$ cat src/rtl/ram_access_ctrl.sv
// Control stage for the lab's 32x4 dual-port RAM. It turns a debounced-free push-button into a
// single registered write strobe and runs a read scanner that feeds the display outputs.
module ram_access_ctrl #(
  parameter int ADDR_W      = 5,
  parameter int DATA_W      = 4,
  parameter int SCAN_TICKS  = 50000000,
  parameter int SYNC_STAGES = 2
) (
  input  logic              CLOCK_50,
  input  logic              reset_n,
  input  logic              wr_key_n,
  input  logic [ADDR_W-1:0] wr_addr_in,
  input  logic [DATA_W-1:0] wr_data_in,
  output logic [ADDR_W-1:0] ram_wraddress,
  output logic [DATA_W-1:0] ram_data,
  output logic              ram_wren,
  output logic [ADDR_W-1:0] ram_rdaddress,
  input  logic [DATA_W-1:0] ram_q,
  output logic [ADDR_W-1:0] disp_addr,
  output logic [DATA_W-1:0] disp_data,
  output logic              disp_valid
);

  localparam int CNT_W = (SCAN_TICKS > 1) ? $clog2(SCAN_TICKS) : 1;
  localparam logic [CNT_W-1:0] TICK_LAST = CNT_W'(SCAN_TICKS - 1);

  typedef enum logic [1:0] {
    S_WAIT  = 2'd0,
    S_ISSUE = 2'd1,
    S_LATCH = 2'd2
  } scan_state_e;

  logic [SYNC_STAGES-1:0] r_key_sync;
  logic                   r_key_prev;
  logic                   r_press;
  logic                   w_key_cur;
  logic                   w_press_det;

  logic [CNT_W-1:0]       r_tick;
  logic                   w_tick_wrap;
  scan_state_e            r_state;
  scan_state_e            w_next_state;
  logic                   r_issue_byp;
  logic                   w_wr_hits_disp;
  logic                   w_wr_hits_rd;

  // ---------------------------------------------------------------------------
  // Key synchroniser and press detection. Everything resets to the pressed
  // level so a key held through reset release never looks like a fresh press.
  // ---------------------------------------------------------------------------
  assign w_key_cur   = r_key_sync[SYNC_STAGES-1];
  assign w_press_det = r_key_prev & ~w_key_cur;

  // NOTE: sequential state uses <= so every flop samples its pre-edge input;
  // with = the synchroniser chain would collapse into a single stage.
  always_ff @(posedge CLOCK_50 or negedge reset_n) begin
    if (!reset_n) begin
      r_key_sync <= '0;
      r_key_prev <= 1'b0;
      r_press    <= 1'b0;
    end else begin
      r_key_sync <= {r_key_sync[SYNC_STAGES-2:0], wr_key_n};
      r_key_prev <= w_key_cur;
      r_press    <= w_press_det;
    end
  end

  // Write port: one-cycle strobe after the registered detect; address and
  // data are captured with it and held until the next press.
  always_ff @(posedge CLOCK_50 or negedge reset_n) begin
    if (!reset_n) begin
      ram_wren      <= 1'b0;
      ram_wraddress <= '0;
      ram_data      <= '0;
    end else begin
      ram_wren <= r_press;
      if (r_press) begin
        ram_wraddress <= wr_addr_in;
        ram_data      <= wr_data_in;
      end
    end
  end

  // ---------------------------------------------------------------------------
  // Scan timing: the tick counter never stops, so the scan period is exactly
  // SCAN_TICKS cycles regardless of the ISSUE/LATCH detour.
  // ---------------------------------------------------------------------------
  assign w_tick_wrap = (r_tick == TICK_LAST);

  always_ff @(posedge CLOCK_50 or negedge reset_n) begin
    if (!reset_n) begin
      r_tick <= '0;
    end else if (w_tick_wrap) begin
      r_tick <= '0;
    end else begin
      r_tick <= r_tick + CNT_W'(1);
    end
  end

  always_ff @(posedge CLOCK_50 or negedge reset_n) begin
    if (!reset_n) begin
      r_state <= S_ISSUE;
    end else begin
      r_state <= w_next_state;
    end
  end

  // NOTE: w_next_state gets its default before the case so no path leaves it
  // unassigned, which would otherwise infer a latch.
  always_comb begin
    w_next_state = r_state;
    case (r_state)
      S_WAIT:  if (w_tick_wrap) w_next_state = S_ISSUE;
      S_ISSUE: w_next_state = S_LATCH;
      S_LATCH: w_next_state = S_WAIT;
      default: w_next_state = S_WAIT;
    endcase
  end

  always_ff @(posedge CLOCK_50 or negedge reset_n) begin
    if (!reset_n) begin
      ram_rdaddress <= '0;
    end else if (r_state == S_WAIT && w_tick_wrap) begin
      ram_rdaddress <= ram_rdaddress + ADDR_W'(1);
    end
  end

  // ---------------------------------------------------------------------------
  // Display and write coherence. The RAM returns old data when a read and a
  // write to the same word share an edge, so such writes are forwarded here.
  // A write during ISSUE is remembered for the LATCH that follows it.
  // ---------------------------------------------------------------------------
  assign w_wr_hits_disp = ram_wren && (ram_wraddress == disp_addr);
  assign w_wr_hits_rd   = ram_wren && (ram_wraddress == ram_rdaddress);

  always_ff @(posedge CLOCK_50 or negedge reset_n) begin
    if (!reset_n) begin
      r_issue_byp <= 1'b0;
    end else begin
      r_issue_byp <= (r_state == S_ISSUE) && w_wr_hits_rd;
    end
  end

  always_ff @(posedge CLOCK_50 or negedge reset_n) begin
    if (!reset_n) begin
      disp_addr  <= '0;
      disp_data  <= '0;
      disp_valid <= 1'b0;
    end else begin
      disp_valid <= 1'b0;
      if (r_state == S_LATCH) begin
        disp_valid <= 1'b1;
        disp_addr  <= ram_rdaddress;
        disp_data  <= (w_wr_hits_rd || r_issue_byp) ? ram_data : ram_q;
      end else if (w_wr_hits_disp) begin
        disp_data <= ram_data;
      end
    end
  end

endmodule

$ cat config.mk
export PLATFORM = sky130hd
export DESIGN_NAME = ram_access_ctrl
export DESIGN_NICKNAME = d
export VERILOG_FILES = /design/src/rtl/ram_access_ctrl.sv
export SDC_FILE = /design/constraint.sdc
export NUM_CORES = 1
export LEC_CHECK = 0
export CAP_MARGIN = 15
export CORE_MARGIN = 3
export CORE_UTILIZATION = 48
export DETAILED_ROUTE_END_ITERATION = 10
export PLACE_DENSITY = 0.75
export SYNTH_ARGS = -nofsm -noshare
export SYNTH_HDL_FRONTEND = slang
export SYNTH_SLANG_ARGS = --single-unit
$ cat constraint.sdc
create_clock -name CLOCK_50 -period 1.8 [get_ports CLOCK_50]
set_input_delay 0.36 -clock CLOCK_50 [delete_from_list [all_inputs] [get_ports CLOCK_50]]
set_output_delay 0.36 -clock CLOCK_50 [all_outputs]
set_load 0.02 [all_outputs]
==> results.cfg, run 1 <==
[run_status]
run_status = complete, no violations

[synthesis]
most_common_flop_cell_mapped_by_yosys = dfrtp_1
post_synth_num_cell_types = 35
synth_sequential_area_ratio_pct = 55.4
synthesis.instances = 221
synthTopCellsByArea = dfrtp_1 (54%), xnor2_1 (8.7%), mux2_2 (6.0%)
synth_xor_area_share_pct = 12.4
number_of_nets_in_the_synthesized_netlist = 239
yosys-mux-area-fraction_pct = 7.96
synthDominantAreaCellType = dfrtp_1
synth_compound_area_share_pct = 2.38
synth_simple_gate_area_share_pct = 19.5
ys.warnings.count = 0
ys_ff_latch = 58
syn-mean-instance-area_sq_um = 11.9
async_flop_share_pct = 100
yosys.area.top_type_share_pct = 54.4
synthAdderAreaFrac_pct = 0.954
largest_family_of_logic_cells_by_synthesized_area = simple AND/OR/NAND/NOR gates
most_common_library_cells_after_synthesis = dfrtp_1 (57), xnor2_1 (26), nor2_1 (23), nand3_1 (17), mux2_2 (14)
synthesis.area_sq_um = 2620
yosysMostFrequentCell = dfrtp_1
synth_enable_flop_cells = 0

[clock_tree]
clock_transition_at_path_regs_ns = 0.07
tritoncts_clock_tree = done
cts_max_path_buffers = 2
cts-htree-levels = 3
clk_root_buffer_cell = clkbuf_8
cts_sinks = 58
clock_latency_ns = 0.33
cts-buffers-inserted = 9
cts.hold.buffers_added = 0

[power_and_ir_drop]
power_leakage_nw = 1.59
cellPowerDensity_nw_per_um2 = 881
max-vdd-ir-drop_mv = 0.552

[job]
drv.max_cap_violation_count = 0

[setup_path]
path_delay_family = buffers and inverters
endpoint_of_the_most_critical_register_to_register_path = ram_rdaddress[1]$_DFFE_PN0P_
path_max_fanout = 4
critPathRequiredTime_ns = 1.44
regToRegSetupSlack_ns = 0.07
endpoint_kind = primary output
ordered_cell_list_for_the_critical_path = clkdlybuf4s50_1
critPathLaunchType = flip-flop
slowest_stage = clkdlybuf4s50_1
r2r_cells = 6
cpPeakStageDelay_ns = 0.63
cp.depth = 1
type_of_the_setup_path_with_the_least_slack = reg2out
worst-endpoint-arrival_ns = 1.39
cp_num_buf_inv = 1
worst_r2r_startpoint = r_tick[1]$_DFF_PN0_

[placement]
placement.io_buffers = 40
gpl.final_weighted_congestion = 0.806
post-dp-hpwl_um = 3520
detailedPlace.worstSlack_ns = 0.0698
dpl_cell_area_sq_um = 3250

[sta]
hold_violations = 0
worst_tran_pin_value_ns = 0.486
grt_setup_unrepaired = true
post-route-period-util_pct = 97.3
worst_slew_margin_rel_pct = 67.5
timing.final.ws_setup_ns = 0.0493
fin_crit_ns = 1.75
finalClockSkew_ns = 0.00609
drv_slew = 0
report.final.setup_viol = 0
max_clock_freq_mhz = 571

[grt]
grt_first_pass_wirelength_um = 8490
grt_overflow = 0
overall_routing_resource_usage_pct = 17.4
number_of_antenna_violations_at_the_first_check_in_global_routing = 0
via_count_of_the_first_global_routing_pass = 1882
grt_max_degree = 59

[cells_and_area]
layout-drive-gt1-share_pct = 22.3
multiInputGateArea_sq_um = 1150
final_cell_area_sq_um = 3470
n_antenna_cell = 0
area.growth.synth_to_final_pct = 32.3
layout.area.seq_sq_um = 1450
final_net_count = 305
fillers = 428

[drt]
drt_first_iter_violations = 90
firstDrtPassIters = 4
vias_per_std_cell = 5.14
wl_per_cell_um = 13.7
antenna_left = 0
routed_via_count = 1860
routed_wl_um = 4960
detail_route.drc_violations = 0

[floorplan]
die_height_um = 79.9
die-area_sq_um = 6390
placement_rows = 26
dieWidth_um = 79.9
core_area_sq_um = 5200
initial_core_util_pct = 50.4
num_io_pins = 41

[hold_path]
hp-class = in2async
[cell families after synthesis]
kind of cell / count (synthesis)
AO/OA/AOI/OAI: 8
XOR/XNOR: 37
adder cells (fa/ha/maj): 2
buffers and inverters: 7
flip-flops: 58
multiplexers: 19
AND/OR/NAND/NOR: 90
[routing by layer]
| layer | global-route usage (%) | up-vias | part of all wire [%] |
|---|---|---|---|
| met5 | 0 | - | 0 |
| met4 | 6.59 | 0 | 1.1 |
| met3 | 4.97 | 7 | 5.1 |
| met2 | 28.1 | 41 | 46 |
| met1 | 22.0 | 909 | 48 |
| li1 | - | 903 | - |
[placed cells by master (no fill, tap or decap), types with 10 or more instances in the layout]
cell / instances
buf_4: 19
nand3_1: 17
clkdlybuf4s50_1: 32
clkbuf_8: 10
xor2_1: 11
xnor2_1: 26
dfrtp_1: 57
nor2_1: 23
nand2_1: 13
mux2_2: 14
[worst max path at each step]
stage,startpoint,to
6_report,ram_rdaddress[4]$_DFFE_PN0P_,ram_rdaddress[4]
5_1_grt,r_tick[10]$_DFF_PN0_,ram_rdaddress[3]$_DFFE_PN0P_
4_1_cts,ram_wraddress[4]$_DFFE_PN0P_,ram_wraddress[4]
3_5_place_dp,r_tick[1]$_DFF_PN0_,ram_rdaddress[1]$_DFFE_PN0P_
3_3_place_gp,ram_rdaddress[4]$_DFFE_PN0P_,disp_data[1]$_DFFE_PN0P_
2_1_floorplan,r_tick[0]$_DFF_PN0_,ram_rdaddress[1]$_DFFE_PN0P_
[cell type report]
type / count / share of cell area (%)
repair buffers: 61 / 16.5
flip-flops and latches: 58 / 41.9
multi-input cells: 156 / 33.2
inverters: 1 / 0.108
clock inverters: 6 / 1.91
well taps: 70 / 2.52
clock buffers: 10 / 3.97
[power breakdown]
group          internal [mW]  switching (mW)
Combinational          0.220           0.202
Clock                  0.675           0.527
Sequential              1.38          0.0572
Total                   2.27           0.786
[state kept, by name (all words and copies together), names as in the netlist]
| signal | count |
|---|---|
| disp_addr | 5 |
| disp_data | 4 |
| disp_valid | 1 |
| r_issue_byp | 1 |
| r_key_prev | 1 |
| r_key_sync | 2 |
| r_press | 1 |
| r_state | 2 |
| r_tick | 26 |
| ram_data | 4 |
| ram_rdaddress | 5 |
| ram_wraddress | 5 |
| ram_wren | 1 |
[through the flow]
step / instances / hold slack [ns] / power (mW) / TNS [ns] / util, %
floorplan: 221 / 0.0644 / 1.65 / 0 / -
global placement: 346 / 0.335 / 1.88 / 0 / 62.5
detailed placement: 346 / 0.341 / 1.89 / 0 / 62.5
CTS: 362 / 0.0240 / 3.11 / 0 / 66.3
global route: 362 / 0.0422 / 3.19 / -0.0359 / 66.7
finish: 362 / 0.0215 / 3.06 / 0 / 66.7
[repair_timing]
| action | CTS | global route |
|---|---|---|
| endpoints found under the setup margin | 4 | 6 |
| endpoints found under the hold margin | 0 | 0 |
| resized for setup | 4 | 5 |
| gates cloned | 0 | 0 |
| pin swaps | 0 | 1 |
| buffers inserted | 0 | 0 |
Power figures use the tool's default switching activity.
==> inputs of run 2 (changes only) <==
--- a/config.mk
+++ b/config.mk
@@ -8,7 +8,9 @@
 export CAP_MARGIN = 15
 export CORE_MARGIN = 3
 export CORE_UTILIZATION = 48
+export CTS_CLUSTER_DIAMETER = 40
 export DETAILED_ROUTE_END_ITERATION = 10
+export GPL_ROUTABILITY_DRIVEN = 0
 export PLACE_DENSITY = 0.75
 export SYNTH_ARGS = -nofsm -noshare
 export SYNTH_HDL_FRONTEND = slang
==> results of run 2 <==
No change in the layout: final DEF, timing and power equal those of run 1.
